$ cat src/rtl/wm16_seq_ctrl.sv
//==============================================================================
// Module   : wm16_seq_ctrl (with helper wm8bit)
// Brief    : 16x16 unsigned multiply sequenced over one shared 8x8 Wallace
//            multiplier, four partial products accumulated into 32 bits.
// Revision : 1.0 - initial release
//==============================================================================
`default_nettype none

module wm8bit (
  input  logic [7:0]  a,
  input  logic [7:0]  b,
  output logic [15:0] p
);

  logic [15:0] w_pp [8];

  generate
    for (genvar gi = 0; gi < 8; gi++) begin : g_pp
      assign w_pp[gi] = {8'b0, a & {8{b[gi]}}} << gi;
    end
  endgenerate

  // 3:2 compressor carry vector; bits beyond 15 are dropped because the
  // true product always fits in 16 bits.
  function automatic logic [15:0] f_maj(input logic [15:0] x, input logic [15:0] y,
                                        input logic [15:0] z);
    return ((x & y) | (x & z) | (y & z)) << 1;
  endfunction

  logic [15:0] w_s1_s0, w_s1_c0, w_s1_s1, w_s1_c1;
  logic [15:0] w_s2_s0, w_s2_c0, w_s2_s1, w_s2_c1;
  logic [15:0] w_s3_s, w_s3_c;
  logic [15:0] w_s4_s, w_s4_c;

  // Layer 1: 8 rows -> 6
  assign w_s1_s0 = w_pp[0] ^ w_pp[1] ^ w_pp[2];
  assign w_s1_c0 = f_maj(w_pp[0], w_pp[1], w_pp[2]);
  assign w_s1_s1 = w_pp[3] ^ w_pp[4] ^ w_pp[5];
  assign w_s1_c1 = f_maj(w_pp[3], w_pp[4], w_pp[5]);

  // Layer 2: 6 rows -> 4
  assign w_s2_s0 = w_s1_s0 ^ w_s1_c0 ^ w_s1_s1;
  assign w_s2_c0 = f_maj(w_s1_s0, w_s1_c0, w_s1_s1);
  assign w_s2_s1 = w_s1_c1 ^ w_pp[6] ^ w_pp[7];
  assign w_s2_c1 = f_maj(w_s1_c1, w_pp[6], w_pp[7]);

  // Layer 3: 4 rows -> 3
  assign w_s3_s = w_s2_s0 ^ w_s2_c0 ^ w_s2_s1;
  assign w_s3_c = f_maj(w_s2_s0, w_s2_c0, w_s2_s1);

  // Layer 4: 3 rows -> 2, then carry-propagate
  assign w_s4_s = w_s3_s ^ w_s3_c ^ w_s2_c1;
  assign w_s4_c = f_maj(w_s3_s, w_s3_c, w_s2_c1);

  assign p = w_s4_s + w_s4_c;

endmodule

module wm16_seq_ctrl #(
  parameter int unsigned ZERO_SKIP = 1,
  parameter int unsigned TAG_W     = 4
) (
  input  logic             clk,
  input  logic             rst_n,
  input  logic             in_valid,
  output logic             in_ready,
  input  logic [15:0]      in_a,
  input  logic [15:0]      in_b,
  input  logic [TAG_W-1:0] in_tag,
  output logic             out_valid,
  input  logic             out_ready,
  output logic [31:0]      out_res,
  output logic [TAG_W-1:0] out_tag,
  output logic             busy
);

  typedef enum logic [1:0] {
    ST_IDLE = 2'd0,
    ST_MUL  = 2'd1,
    ST_DONE = 2'd2
  } state_t;

  state_t           r_state;
  logic [1:0]       r_step;
  logic [31:0]      r_acc;
  logic [15:0]      r_a;
  logic [15:0]      r_b;
  logic [TAG_W-1:0] r_tag;

  logic [7:0]  w_mul_a;
  logic [7:0]  w_mul_b;
  logic [15:0] w_prod;
  logic [31:0] w_term;
  logic        w_skip;

  // step[1] picks the high byte of a, step[0] the high byte of b
  assign w_mul_a = r_step[1] ? r_a[15:8] : r_a[7:0];
  assign w_mul_b = r_step[0] ? r_b[15:8] : r_b[7:0];

  wm8bit u_wm8bit (
    .a (w_mul_a),
    .b (w_mul_b),
    .p (w_prod)
  );

  always_comb begin
    w_term = 32'd0;
    case (r_step)
      2'd0:    w_term = {16'd0, w_prod};
      2'd1,
      2'd2:    w_term = {8'd0, w_prod, 8'd0};
      default: w_term = {w_prod, 16'd0};
    endcase
  end

  assign w_skip = (ZERO_SKIP != 0) && ((in_a == 16'd0) || (in_b == 16'd0));

  always_ff @(posedge clk or negedge rst_n) begin
    if (!rst_n) begin
      r_state <= ST_IDLE;
      r_step  <= 2'd0;
      r_acc   <= 32'd0;
      r_a     <= 16'd0;
      r_b     <= 16'd0;
      r_tag   <= '0;
    end else begin
      case (r_state)
        ST_IDLE: begin
          if (in_valid) begin
            r_a     <= in_a;
            r_b     <= in_b;
            r_tag   <= in_tag;
            r_acc   <= 32'd0;
            r_step  <= 2'd0;
            r_state <= w_skip ? ST_DONE : ST_MUL;
          end
        end
        ST_MUL: begin
          r_acc  <= r_acc + w_term;
          // wraps back to 0 on the final step, leaving it ready for reuse
          r_step <= r_step + 2'd1;
          if (r_step == 2'd3) begin
            r_state <= ST_DONE;
          end
        end
        ST_DONE: begin
          if (out_ready) begin
            r_state <= ST_IDLE;
          end
        end
        default: r_state <= ST_IDLE;
      endcase
    end
  end

  assign in_ready  = (r_state == ST_IDLE);
  assign out_valid = (r_state == ST_DONE);
  assign busy      = (r_state != ST_IDLE);
  assign out_res   = r_acc;
  assign out_tag   = r_tag;

endmodule

`default_nettype wire

$ cat config.mk
export PLATFORM = sky130hd
export DESIGN_NAME = wm16_seq_ctrl
export DESIGN_NICKNAME = d
export VERILOG_FILES = /design/src/rtl/wm16_seq_ctrl.sv
export SDC_FILE = /design/constraint.sdc
export NUM_CORES = 1
export LEC_CHECK = 0
export CAP_MARGIN = 20
export CORE_UTILIZATION = 25
export CTS_CLUSTER_SIZE = 25
export DETAILED_ROUTE_END_ITERATION = 10
export REMOVE_ABC_BUFFERS = 1
export SLEW_MARGIN = 20
export SYNTH_ARGS = -nofsm -noshare
export SYNTH_HDL_FRONTEND = slang
export SYNTH_SLANG_ARGS = --single-unit
$ cat constraint.sdc
create_clock -name clk -period 12.3 [get_ports clk]
set_input_delay 1.23 -clock clk [delete_from_list [all_inputs] [get_ports clk]]
set_output_delay 1.23 -clock clk [all_outputs]
set_load 0.02 [all_outputs]
==> impl_results.md <==
- Max Cap Viol: 0
- Top_reg_cell synth: sky130_fd_sc_hd__dfrtp_1
- Wire length per cell: approximately 15 um
- Startpoint types: flop
- Met1 wire length: 8.71 mm
- CP delay by family, top: adder cells
- Cells taking the most area after synthesis: sky130_fd_sc_hd__dfrtp_1 (26%), sky130_fd_sc_hd__fa_1 (12%), sky130_fd_sc_hd__ha_1 (11%)
- Cell type with the highest aggregate area in the netlist: sky130_fd_sc_hd__dfrtp_1
- Largest net degree at the start of global routing: 73
- Mean number of vias per cell: roughly 4.8
- Port-buffer cells: a little under 80
- Met2 wire length: 8.10 mm
- Fillers: 2774
- Number of clock sinks seen by CTS: roughly 70
- Layout Area Growth over Synthesis: 20.9%
- Ports placed on the boundary: about 80
- Number of optimization iterations in the first detailed-route pass: 5
- Aggregate negative setup slack: 0 ns
- Antenna diode count: 0
- Number of design rule violations left after detail routing: 0
- Ranking of synthesized cells by instance count: sky130_fd_sc_hd__nor2_1 (77), sky130_fd_sc_hd__dfrtp_1 (72), sky130_fd_sc_hd__ha_1 (59)
- Count of mapped cells out of synthesis: approximately 750
- Vias in the first global route: between 5000 and 6000
- Horizontal die dimension: roughly 170 um
- Data required time at the worst endpoint: 12.54 ns
- TritonCTS clock tree: yes
- Library cell used as clock root buffer: sky130_fd_sc_hd__clkbuf_16
- Critical path start-end classification: flop to flop
- Period minus WS final: just under 8 ns
- Clock transition at path regs: 0.06 ns
- Antenna Violating Nets Remaining: 0
- Syn. warnings: 0
- Top cell type's share of synthesized area: 26.5%
- Highest Signal Layer: met4
- Register cell area after layout: roughly 1800 um^2
- Overflow left after global routing: 0
- Initial core utilization: 25.4%
- Distinct cell type count of the synthesized netlist: 57
- Total length of routed met3 wires: approximately 670 um
- Worst Setup Slack post-DPL: between 4 and 5 ns
- Total of flip-flops plus latches after synthesis: slightly above 70
- Layout cells sized above 1: under 10%
- Final worst clock skew: slightly above 0.007 ns
- Number of buffers added by the clock tree synthesis step: 9
- GRT Overall Usage: 13.0%
- Number of setup violations in the final report: 0
- Achievable Freq: between 100 and 150 MHz
- Global-route wire length before repair: roughly 29 mm
- Setup repair after global routing missed its margin: no
- Slew at the pin with the worst max-slew slack: 0.847 ns
- Critical path arrival: between 8 and 9 ns
- Number of hold violations in the final report: 0
- Number of core rows: 60
- Placer's final routability congestion estimate: approximately 0.86
- Largest fanout on the critical path: 16
- Max H-tree Level: 3
- Total number of vias: around 5600
- Async set-or-reset flop fraction in the synthesized netlist: 100%
- Library cell contributing the largest single delay on the critical path: sky130_fd_sc_hd__dfrtp_1
- Die area: 27900 um^2
- Iteration-0 DRC Markers: 253
- Vertical die dimension: ~170 um
- Critical Path Sink Type: flop
- Cell area after synthesis: 6810 um^2
- Clock latency at the later pin of the worst-skew pair: between 0.3 and 0.4 ns
- Final critical-path share of the clock period: between 60 and 70%
- Share of the yosys chip area belonging to registers: approximately a quarter
- DP Wirelength: 13.8 mm
- Synthesized area per cell: 9.12 um^2
- Post-cts hold buffer count: 0
- Post-synth EDFFs: 0
- Count of buffering cells on the critical path with inverters included: 2
- Dominant cell by count in the synthesized netlist: sky130_fd_sc_hd__nor2_1
- Worst slew slack as a fraction of its limit: a little over two fifths
- Core area: 26800 um^2
- Max Slew Vio Count: 0
- Net count reported at finish: between 900 and 1000
- Area used by multi-input combinational logic: 4700 um^2
- Number of instances resized during post-cts repair: 0
- Worst min-delay path class: flop to flop
- Result of the run: complete, no violations
- Final setup margin: between 4 and 5 ns
- Maximum clock insertion buffer count: 2
- Sum of routed wire length over all layers: between 15 and 20 mm
- Initial antenna violation count: 0
- Post-CTS setup-driven buffer insertion count: 0
- Biggest cell delay along the critical path: ~0.8 ns
==> layer usage <==
| layer | global-route usage [%] | vias up |
|---|---|---|
| li1 | - | 2762 |
| met1 | 17.8 | 2737 |
| met5 | 0 | - |
| met3 | 2.42 | 12 |
| met2 | 21.1 | 102 |
| met4 | 3.10 | 0 |
==> final cells by class <==
class	count	share of cell area (%)
clock buffer	9	2.73
multi-input combinational	593	57.1
clock inverter	7	0.562
tap	341	5.18
sequential	72	21.9
inverter	56	2.55
timing repair buffer	82	9.97
==> worst register-to-register path: cells and delay by family, from the launching register on <==
family / cells / cell delay, ns
fa+ha+maj: 6 / 2.76
mux: 1 / 0.79
buf+inv: 2 / 0.09
xor+xnor: 1 / 0.28
flops: 1 / 0.82
compound gates: 13 / 2.55
simple gates: 2 / 0.49
==> cells in the final DEF (no fill, tap or decap), drive strengths merged, types with 2 or more instances in the layout <==
master / netlist / layout
a211o: 2 / 2
a211oi: 3 / 3
a21o: 19 / 19
a21oi: 35 / 35
a22o: 10 / 10
a311o: 3 / 3
a31oi: 5 / 5
and2: 12 / 12
and3: 8 / 8
and4: 2 / 2
buf: 10 / 5
clkbuf: 16 / 9
clkdlybuf4s50: 0 / 77
clkinv: 0 / 3
clkinvlp: 0 / 3
dfrtp: 72 / 72
fa: 40 / 40
ha: 59 / 59
inv: 56 / 57
mux2: 42 / 42
mux2i: 22 / 22
nand2: 52 / 52
nand2b: 6 / 6
nand3: 42 / 42
nand4: 4 / 4
nor2: 77 / 77
nor2b: 10 / 10
nor3: 12 / 12
nor4: 8 / 8
o211ai: 5 / 5
o21a: 8 / 8
o21ai: 43 / 43
o21bai: 5 / 5
o22ai: 4 / 4
o31ai: 6 / 6
or2: 4 / 4
or3: 3 / 3
xnor2: 18 / 18
xor2: 12 / 12
==> cells by family (layout without fill, tap and decap cells) <==
logic type               count (synthesis)  after routing  share of synthesized area (%)
AND/OR/NAND/NOR                        243            243                           16.8
XOR/XNOR                                30             30                           3.86
multiplexers                            64             64                           10.2
buffers and inverters                   82            154                           4.54
flip-flops                              72             72                           26.5
AO/OA/AOI/OAI                          157            157                           15.5
adder cells (fa/ha/maj)                 99             99                           22.6
==> sequential cells by signal, indices dropped and copies added (netlist names) <==
signal	cells
r_step	2
out_tag	4
r_b	16
r_a	16
r_state	2
out_res	32
==> per-stage QoR <==
stage | area [um^2] | hold slack (ns) | utilization (%) | std cells
3_3_place_gp | 7940 | 0.487 | 29.6 | 1143
4_1_cts | 8220 | 0.505 | 30.7 | 1159
2_1_floorplan | 6710 | 0.479 | - | 721
3_5_place_dp | 7940 | 0.491 | 29.6 | 1143
5_1_grt | 8240 | 0.515 | 30.7 | 1160
6_report | 8240 | 0.501 | 30.7 | 1160
==> worst paths after layout <==
kind	start	to	slack, ns	depth (start not counted)
setup / recovery	r_step[0]$_DFFE_PN0P_	out_res[29]$_DFFE_PN0P_	4.42	25
hold / removal	out_tag[0]$_DFFE_PN0P_	out_tag[0]$_DFFE_PN0P_	0.50	1
setup reg to reg	r_step[0]$_DFFE_PN0P_	out_res[29]$_DFFE_PN0P_	4.42	25
hold reg to reg	out_tag[0]$_DFFE_PN0P_	out_tag[0]$_DFFE_PN0P_	0.50	1
max in group asynchronous	rst_n	r_b[13]$_DFFE_PN0P_	10.88	2
min in group asynchronous	rst_n	out_res[17]$_DFFE_PN0P_	0.84	1
Power is left out: the tool's default activity adds up to more than one toggle a clock period on the data nets, which glitch-free logic cannot reach.
